**config.mk**
```make
export PLATFORM = sky130hd
export DESIGN_NAME = imem_arbiter
export DESIGN_NICKNAME = d
export VERILOG_FILES = /design/src/rtl/imem_arbiter.sv
export SDC_FILE = /design/constraint.sdc
export NUM_CORES = 1
export LEC_CHECK = 0
export BUFFER_PORTS_ARGS = -buffer_cell sky130_fd_sc_hd__buf_2
export CAP_MARGIN = 10
export CORE_AREA = 2 2 95 97
export DETAILED_ROUTE_END_ITERATION = 10
export DIE_AREA = 0 0 97 99
export SETUP_SLACK_MARGIN = 0.4
export SKIP_CTS_REPAIR_TIMING = 1
export SYNTH_ARGS = -nofsm -noshare
export SYNTH_HDL_FRONTEND = slang
export SYNTH_SLANG_ARGS = --single-unit
```
**constraint.sdc**
```tcl
create_clock -name clk -period 4.6 [get_ports clk]
set_clock_uncertainty 0.2 [all_clocks]
set_input_delay 0.69 -clock clk [delete_from_list [all_inputs] [get_ports clk]]
set_output_delay 0.69 -clock clk [all_outputs]
set_load 0.02 [all_outputs]
```
**src/rtl/imem_arbiter.sv**
```systemverilog
// -----------------------------------------------------------------------------
// imem_arbiter
//
// Shares one single-port instruction memory (DEPTH x 32-bit, synchronous
// read) between the core's instruction-fetch port and a program-loader/debug
// port. Covers grant policy, fetch starvation avoidance, a loader lock mode,
// address range checking and routing of read responses.
//
// Optional build feature: define IMEM_ARB_STATS_EN to add the saturating
// statistics outputs stat_fetch_stall and stat_starve_force.
//
// Ports:
//   clk, reset           rising-edge clock, synchronous active-high reset
//   fetch_req/addr       fetch read request and byte address
//   fetch_gnt            fetch request accepted this cycle (combinational)
//   fetch_rvalid/rdata   fetch response, one cycle after the grant
//   fetch_err            out-of-range fetch, valid with fetch_rvalid
//   ldr_req/we/addr      loader request, write select, byte address
//   ldr_wdata            loader write data
//   ldr_lock             loader requests exclusive ownership (blocks fetch)
//   ldr_gnt              loader request accepted this cycle (combinational)
//   ldr_rvalid/rdata     loader read response, or out-of-range write report
//   ldr_err              out-of-range loader access, valid with ldr_rvalid
//   mem_en/we/addr/wdata memory macro controls (word index on mem_addr)
//   mem_rdata            memory read data, one cycle after a read enable
//   stat_fetch_stall     (IMEM_ARB_STATS_EN) cycles fetch waited
//   stat_starve_force    (IMEM_ARB_STATS_EN) forced fetch grants
// -----------------------------------------------------------------------------
module imem_arbiter #(
    parameter int ADDR_W       = 32,
    parameter int DEPTH        = 1024,
    parameter int STARVE_LIMIT = 4
) (
    input  logic                       clk,
    input  logic                       reset,

    input  logic                       fetch_req,
    input  logic [ADDR_W-1:0]          fetch_addr,
    output logic                       fetch_gnt,
    output logic                       fetch_rvalid,
    output logic [31:0]                fetch_rdata,
    output logic                       fetch_err,

    input  logic                       ldr_req,
    input  logic                       ldr_we,
    input  logic [ADDR_W-1:0]          ldr_addr,
    input  logic [31:0]                ldr_wdata,
    input  logic                       ldr_lock,
    output logic                       ldr_gnt,
    output logic                       ldr_rvalid,
    output logic [31:0]                ldr_rdata,
    output logic                       ldr_err,

    output logic                       mem_en,
    output logic                       mem_we,
    output logic [$clog2(DEPTH)-1:0]   mem_addr,
    output logic [31:0]                mem_wdata,
    input  logic [31:0]                mem_rdata
`ifdef IMEM_ARB_STATS_EN
    ,
    output logic [31:0]                stat_fetch_stall,
    output logic [15:0]                stat_starve_force
`endif
);

    localparam int IDX_W = $clog2(DEPTH);

    // Word-address limit expressed at port width for the range compare.
    localparam logic [ADDR_W-1:0] DEPTH_A    = ADDR_W'(DEPTH);
    localparam logic [3:0]        STARVE_MAX = 4'(STARVE_LIMIT);

    typedef enum logic {
        ST_RUN  = 1'b0,
        ST_LOCK = 1'b1
    } state_e;

    // -------------------------------------------------------------------------
    // State
    // -------------------------------------------------------------------------
    state_e      state_q, state_d;
    logic [3:0]  starve_cnt_q, starve_cnt_d;

    logic        fetch_rvalid_q, fetch_rvalid_d;
    logic        fetch_err_q,    fetch_err_d;
    logic        ldr_rvalid_q,   ldr_rvalid_d;
    logic        ldr_err_q,      ldr_err_d;

    // -------------------------------------------------------------------------
    // Address decode
    // -------------------------------------------------------------------------
    logic              fetch_oor, ldr_oor;
    logic [IDX_W-1:0]  fetch_idx, ldr_idx;

    assign fetch_oor = {2'b00, fetch_addr[ADDR_W-1:2]} >= DEPTH_A;
    assign ldr_oor   = {2'b00, ldr_addr[ADDR_W-1:2]}   >= DEPTH_A;
    assign fetch_idx = fetch_addr[IDX_W+1:2];
    assign ldr_idx   = ldr_addr[IDX_W+1:2];

    // Byte-lane bits are deliberately ignored; word accesses only.
    logic unused_byte_bits;
    assign unused_byte_bits = ^{fetch_addr[1:0], ldr_addr[1:0]};

    // -------------------------------------------------------------------------
    // Arbitration
    // -------------------------------------------------------------------------
    logic fetch_gnt_c, ldr_gnt_c, starve_force;

    // Fetch wins outright once it has waited STARVE_LIMIT cycles in a row.
    assign starve_force = (state_q == ST_RUN) && fetch_req &&
                          (starve_cnt_q == STARVE_MAX);

    // NOTE: every signal assigned in always_comb gets a default first, so no
    // path leaves it unassigned and no latch is inferred.
    always_comb begin
        fetch_gnt_c = 1'b0;
        ldr_gnt_c   = 1'b0;
        if (state_q == ST_LOCK) begin
            ldr_gnt_c = ldr_req;
        end else if (starve_force) begin
            fetch_gnt_c = 1'b1;
        end else if (ldr_req) begin
            ldr_gnt_c = 1'b1;
        end else begin
            fetch_gnt_c = fetch_req;
        end
    end

    assign fetch_gnt = fetch_gnt_c;
    assign ldr_gnt   = ldr_gnt_c;

    // -------------------------------------------------------------------------
    // Memory drive: the single winner owns the port; out-of-range is masked.
    // -------------------------------------------------------------------------
    always_comb begin
        mem_en    = 1'b0;
        mem_we    = 1'b0;
        mem_addr  = '0;
        mem_wdata = '0;
        if (ldr_gnt_c && !ldr_oor) begin
            mem_en   = 1'b1;
            mem_we   = ldr_we;
            mem_addr = ldr_idx;
            if (ldr_we) begin
                mem_wdata = ldr_wdata;
            end
        end else if (fetch_gnt_c && !fetch_oor) begin
            mem_en   = 1'b1;
            mem_addr = fetch_idx;
        end
    end

    // -------------------------------------------------------------------------
    // Next-state logic
    // -------------------------------------------------------------------------
    always_comb begin
        // Lock mode tracks ldr_lock one cycle late, even if it toggles.
        state_d = ldr_lock ? ST_LOCK : ST_RUN;

        starve_cnt_d = starve_cnt_q;
        if (state_q == ST_LOCK || !fetch_req || fetch_gnt_c) begin
            starve_cnt_d = '0;
        end else if (starve_cnt_q != STARVE_MAX) begin
            starve_cnt_d = starve_cnt_q + 4'd1;
        end

        // Responses owed next cycle. An in-range write completes at grant and
        // produces no response; an out-of-range write reports an error.
        fetch_rvalid_d = fetch_gnt_c;
        fetch_err_d    = fetch_gnt_c && fetch_oor;
        ldr_rvalid_d   = ldr_gnt_c && (!ldr_we || ldr_oor);
        ldr_err_d      = ldr_gnt_c && ldr_oor;
    end

    // NOTE: sequential state uses non-blocking assignments so every flop
    // samples pre-edge values regardless of statement order.
    always_ff @(posedge clk) begin
        if (reset) begin
            // Clearing the response flops cancels anything granted this cycle.
            state_q        <= ST_RUN;
            starve_cnt_q   <= '0;
            fetch_rvalid_q <= 1'b0;
            fetch_err_q    <= 1'b0;
            ldr_rvalid_q   <= 1'b0;
            ldr_err_q      <= 1'b0;
        end else begin
            state_q        <= state_d;
            starve_cnt_q   <= starve_cnt_d;
            fetch_rvalid_q <= fetch_rvalid_d;
            fetch_err_q    <= fetch_err_d;
            ldr_rvalid_q   <= ldr_rvalid_d;
            ldr_err_q      <= ldr_err_d;
        end
    end

    // -------------------------------------------------------------------------
    // Response routing: data passes only for a valid, in-range read; zero
    // otherwise so idle or error responses never leak stale memory data.
    // -------------------------------------------------------------------------
    assign fetch_rvalid = fetch_rvalid_q;
    assign fetch_err    = fetch_err_q;
    assign fetch_rdata  = (fetch_rvalid_q && !fetch_err_q) ? mem_rdata : 32'd0;

    assign ldr_rvalid   = ldr_rvalid_q;
    assign ldr_err      = ldr_err_q;
    assign ldr_rdata    = (ldr_rvalid_q && !ldr_err_q) ? mem_rdata : 32'd0;

`ifdef IMEM_ARB_STATS_EN
    // -------------------------------------------------------------------------
    // Saturating statistics
    // -------------------------------------------------------------------------
    logic [31:0] stat_fetch_stall_q,  stat_fetch_stall_d;
    logic [15:0] stat_starve_force_q, stat_starve_force_d;

    always_comb begin
        stat_fetch_stall_d  = stat_fetch_stall_q;
        stat_starve_force_d = stat_starve_force_q;
        if (fetch_req && !fetch_gnt_c && (stat_fetch_stall_q != '1)) begin
            stat_fetch_stall_d = stat_fetch_stall_q + 32'd1;
        end
        if (starve_force && (stat_starve_force_q != '1)) begin
            stat_starve_force_d = stat_starve_force_q + 16'd1;
        end
    end

    always_ff @(posedge clk) begin
        if (reset) begin
            stat_fetch_stall_q  <= '0;
            stat_starve_force_q <= '0;
        end else begin
            stat_fetch_stall_q  <= stat_fetch_stall_d;
            stat_starve_force_q <= stat_starve_force_d;
        end
    end

    assign stat_fetch_stall  = stat_fetch_stall_q;
    assign stat_starve_force = stat_starve_force_q;
`endif

endmodule

```
==> reports/summary.md <==
In the final layout, the share of cells above drive strength 1 is 62.1%. For the via count of the first global-routing pass, the log shows 2377. Measured in cells, the most critical reg-to-reg path has a length of 5.

The mapped cell area was 1760 um^2; the final HPWL from detailed placement was 6.28 mm. The die covers 9600 um^2. Across the whole layout, storage elements account for 180 um^2. In this run the count of I/O pins placed on the die edge is 248. The routability-driven placement congestion ratio was 0.826; the number of vias per cell after detailed routing was 4.41. For the setup violation total in the final timing report, the log shows 0. The worst stage delay on the critical path came out at 0.89 ns.

Measured along the y axis, the die boundary spans 99 um. The number of clock sinks is 9. The run finished with clean final reports. Endpoint kind of the worst setup timing path: a primary output.

The number of cells traversed by the worst hold path was 2. The routed layout has 2541 vias. The first detailed-routing pass ran for 4 iterations. The ratio of total power to cell area works out to 106 nW/um^2.

The tools report the hold violation count in the final report as 0. Among all flip-flop cells after synthesis, the most frequent one is dfxtp_1. The worst setup path is of the primary input to primary output kind.

After detailed routing, the total wire length is 7.36 mm. Data on the critical path is required at its endpoint by 3.71 ns. The analysis attributes to cell leakage a power of 1.75 nW.

Synthesis produced a netlist with a net count of 375. Summing the sequential cell areas from Yosys gives 10.2% of the chip area. From synthesis to final layout, the design area changed by 74.1%. For hold timing, the worst endpoint is starve_cnt_q[0]. The tools report the final max-slew violation count as 0. STA classifies the critical path startpoint as a primary input. For the number of max-cap violations, the log shows 0. The minimum clock period works out to 3.27 ns.

Measured against its own limit, the worst slew margin works out to 30.7%. The number of flops mapped to enable cells by yosys is 0. The final antenna-violating net count was 0; the floorplan row count was 34. The first global-routing pass estimated 11.4 mm of wire.

Clock-pin slew was measured on the worst setup and hold paths at 0.04 ns. Floorplan die width: 97 um. Timing analysis after detailed placement gives a worst setup slack of 1.35 ns. TritonCTS created 3 clock buffers. The post-detailed-route wirelength per cell was 12.8 um; the fraction of registers with async set/reset was 0%. The tools report the count of fill cells added during filler insertion as 941. Setup repair after global routing left no endpoint under its margin.

The starting utilization of the core area is 20.6%, and the flip-flop and latch count after synthesis is 9. The sum of negative setup slack was 0 ns; the latest clock arrival within the worst-skew pair was 0.23 ns. For this block, the initial DRC count from the detailed router was 46. The worst hold path begins at starve_cnt_q[0]. Of the available clock period, the critical path in the final layout requires 71.0%. For this run, the top clock speed supported by timing is 306 MHz. The signal on the critical path passes through buf_2 -> nor4_2 -> nand3_1 -> o32ai_1 -> buf_2. The final routed DRC violation total was 0; the H-tree level count was 1. Layout net count: 604. By area the synthesized netlist is led by and2_1 (23%), nor3_2 (17%), dfxtp_1 (10%). For the pin with the worst max-slew slack, the measured transition is 1.03 ns. The synthesized netlist contains 33 unique library cells.

The highest-delay cell along the critical path was nor4_2. Startpoint of the worst-slack reg-to-reg timing path: starve_cnt_q[0]. The number of antenna violations at the first check in global routing was 1; the worst-case vdd ir drop was 75.5 uV. Along the worst path, the maximum fanout reaches 12. The worst hold-check path type was flop to flop. The library cell used most frequently in the layout, excluding fill and tap cells, is buf_2. The tree is rooted in a clkbuf_8. The port buffer count is 243.

At the worst endpoint, the arrival time is 2.38 ns. For the maximum clock insertion buffer count, the log shows 2. The area used by multi-input combinational logic is 1310 um^2. The biggest area contributor in the post-synthesis netlist is and2_1. In this run the standard cell core region covers 8550 um^2. The post-synthesis cell count is 239. For this run, the number of Yosys warnings is 0. The logs give 14.0% for the overall track demand over capacity in global routing and 45 for the largest net degree at the start of global routing. For flop-to-flop paths, the worst setup slack is 2.76 ns.

The remaining global-route overflow came out at 0. The endpoint identified for the worst register-to-register timing path is starve_cnt_q[2]. In the layout the commonest cells are buf_2 (243), and2_1 (66), inv_1 (36), nor3_2 (29). TritonCTS built the clock tree. Each instance of the synthesized netlist takes up on average 7.36 um^2. Of the post-synthesis cell area, the dominant cell type holds 23.5%.

In the post-route analysis, the smallest setup slack over all paths is 1.33 ns. For the final worst hold slack, the log shows 0.353 ns. The cell that appears most often on the critical path is buf_2.
[report_power, final]
part           total (mW)  switching, mW  internal (mW)
Clock              0.0903         0.0300         0.0603
Combinational       0.151         0.0825         0.0687
Sequential         0.0825        0.00166         0.0808
Total               0.324          0.114          0.210
[registers in the layout, indices dropped and copies added (netlist names)]
register and cells:
fetch_err 1, fetch_rvalid 1, ldr_err 1, ldr_rvalid 1, starve_cnt_q 4, state_q 1
[kinds of logic (layout without fill, tap and decap cells)]
logic type	count (synthesis)	after routing	share of synthesized area [%]
buffers and inverters	60	288	15.9
multiplexers	1	1	0.641
other	0	1	0
flip-flops	9	9	10.2
adder cells (fa/ha/maj)	2	2	1.42
AND/OR/NAND/NOR	137	137	57.2
XOR/XNOR	1	1	0.498
AO/OA/AOI/OAI	29	29	14.1
[cell type report]
class                      count  share of cell area (%)
tap                          108                    4.42
sequential                     9                    5.89
clock buffer                   4                    1.47
inverter                      36                    4.42
antenna                        1                  0.0818
timing repair buffer         248                    41.0
multi-input combinational    170                    42.8
[layer usage]
metal  global-route usage (%)  vias up  wire length [um]
li1                         -     1268                 -
met1                     17.5     1102              2960
met2                     24.6      162              3580
met3                     2.62        9               708
met4                     3.47        0               109
met5                        0        -                 0
[stage by stage]
step           power [mW]  std cells  cell area, um^2  utilization, %
3_3_place_gp        0.234        571             3010            35.2
3_5_place_dp        0.236        571             3010            35.2
2_1_floorplan       0.153        239             1760               -
4_1_cts             0.325        575             3060            35.8
6_report            0.324        576             3060            35.8
5_1_grt             0.345        576             3060            35.8
[how the worst max path moves through the flow]
stage / from / endpoint / slack (ns)
CTS: fetch_addr[30] / mem_addr[1] / 1.36
finish: fetch_addr[30] / mem_addr[1] / 1.33
floorplan: fetch_addr[20] / mem_addr[0] / 1.77
global route: fetch_addr[20] / mem_addr[5] / 1.24
detailed placement: fetch_addr[30] / mem_addr[1] / 1.35
global placement: fetch_addr[30] / mem_addr[9] / 1.37
[Yosys cell counts, drive strengths merged, types with 2 or more instances]
library cell   n
nor2           4
and2          66
o2111ai       11
buf           13
nor2b          4
o21a           2
nand4          2
and3           4
clkbuf        11
o32ai         11
ha             2
inv           36
o211ai         2
nor4          10
nand3         11
nor3          32
dfxtp          9
[worst max-delay path: cells and delay by family]
kind | cells | cell delay [ns]
compound gates | 1 | 0.32
simple gates | 2 | 1.04
buf+inv | 2 | 0.33
(Power assumes the default switching activity.)
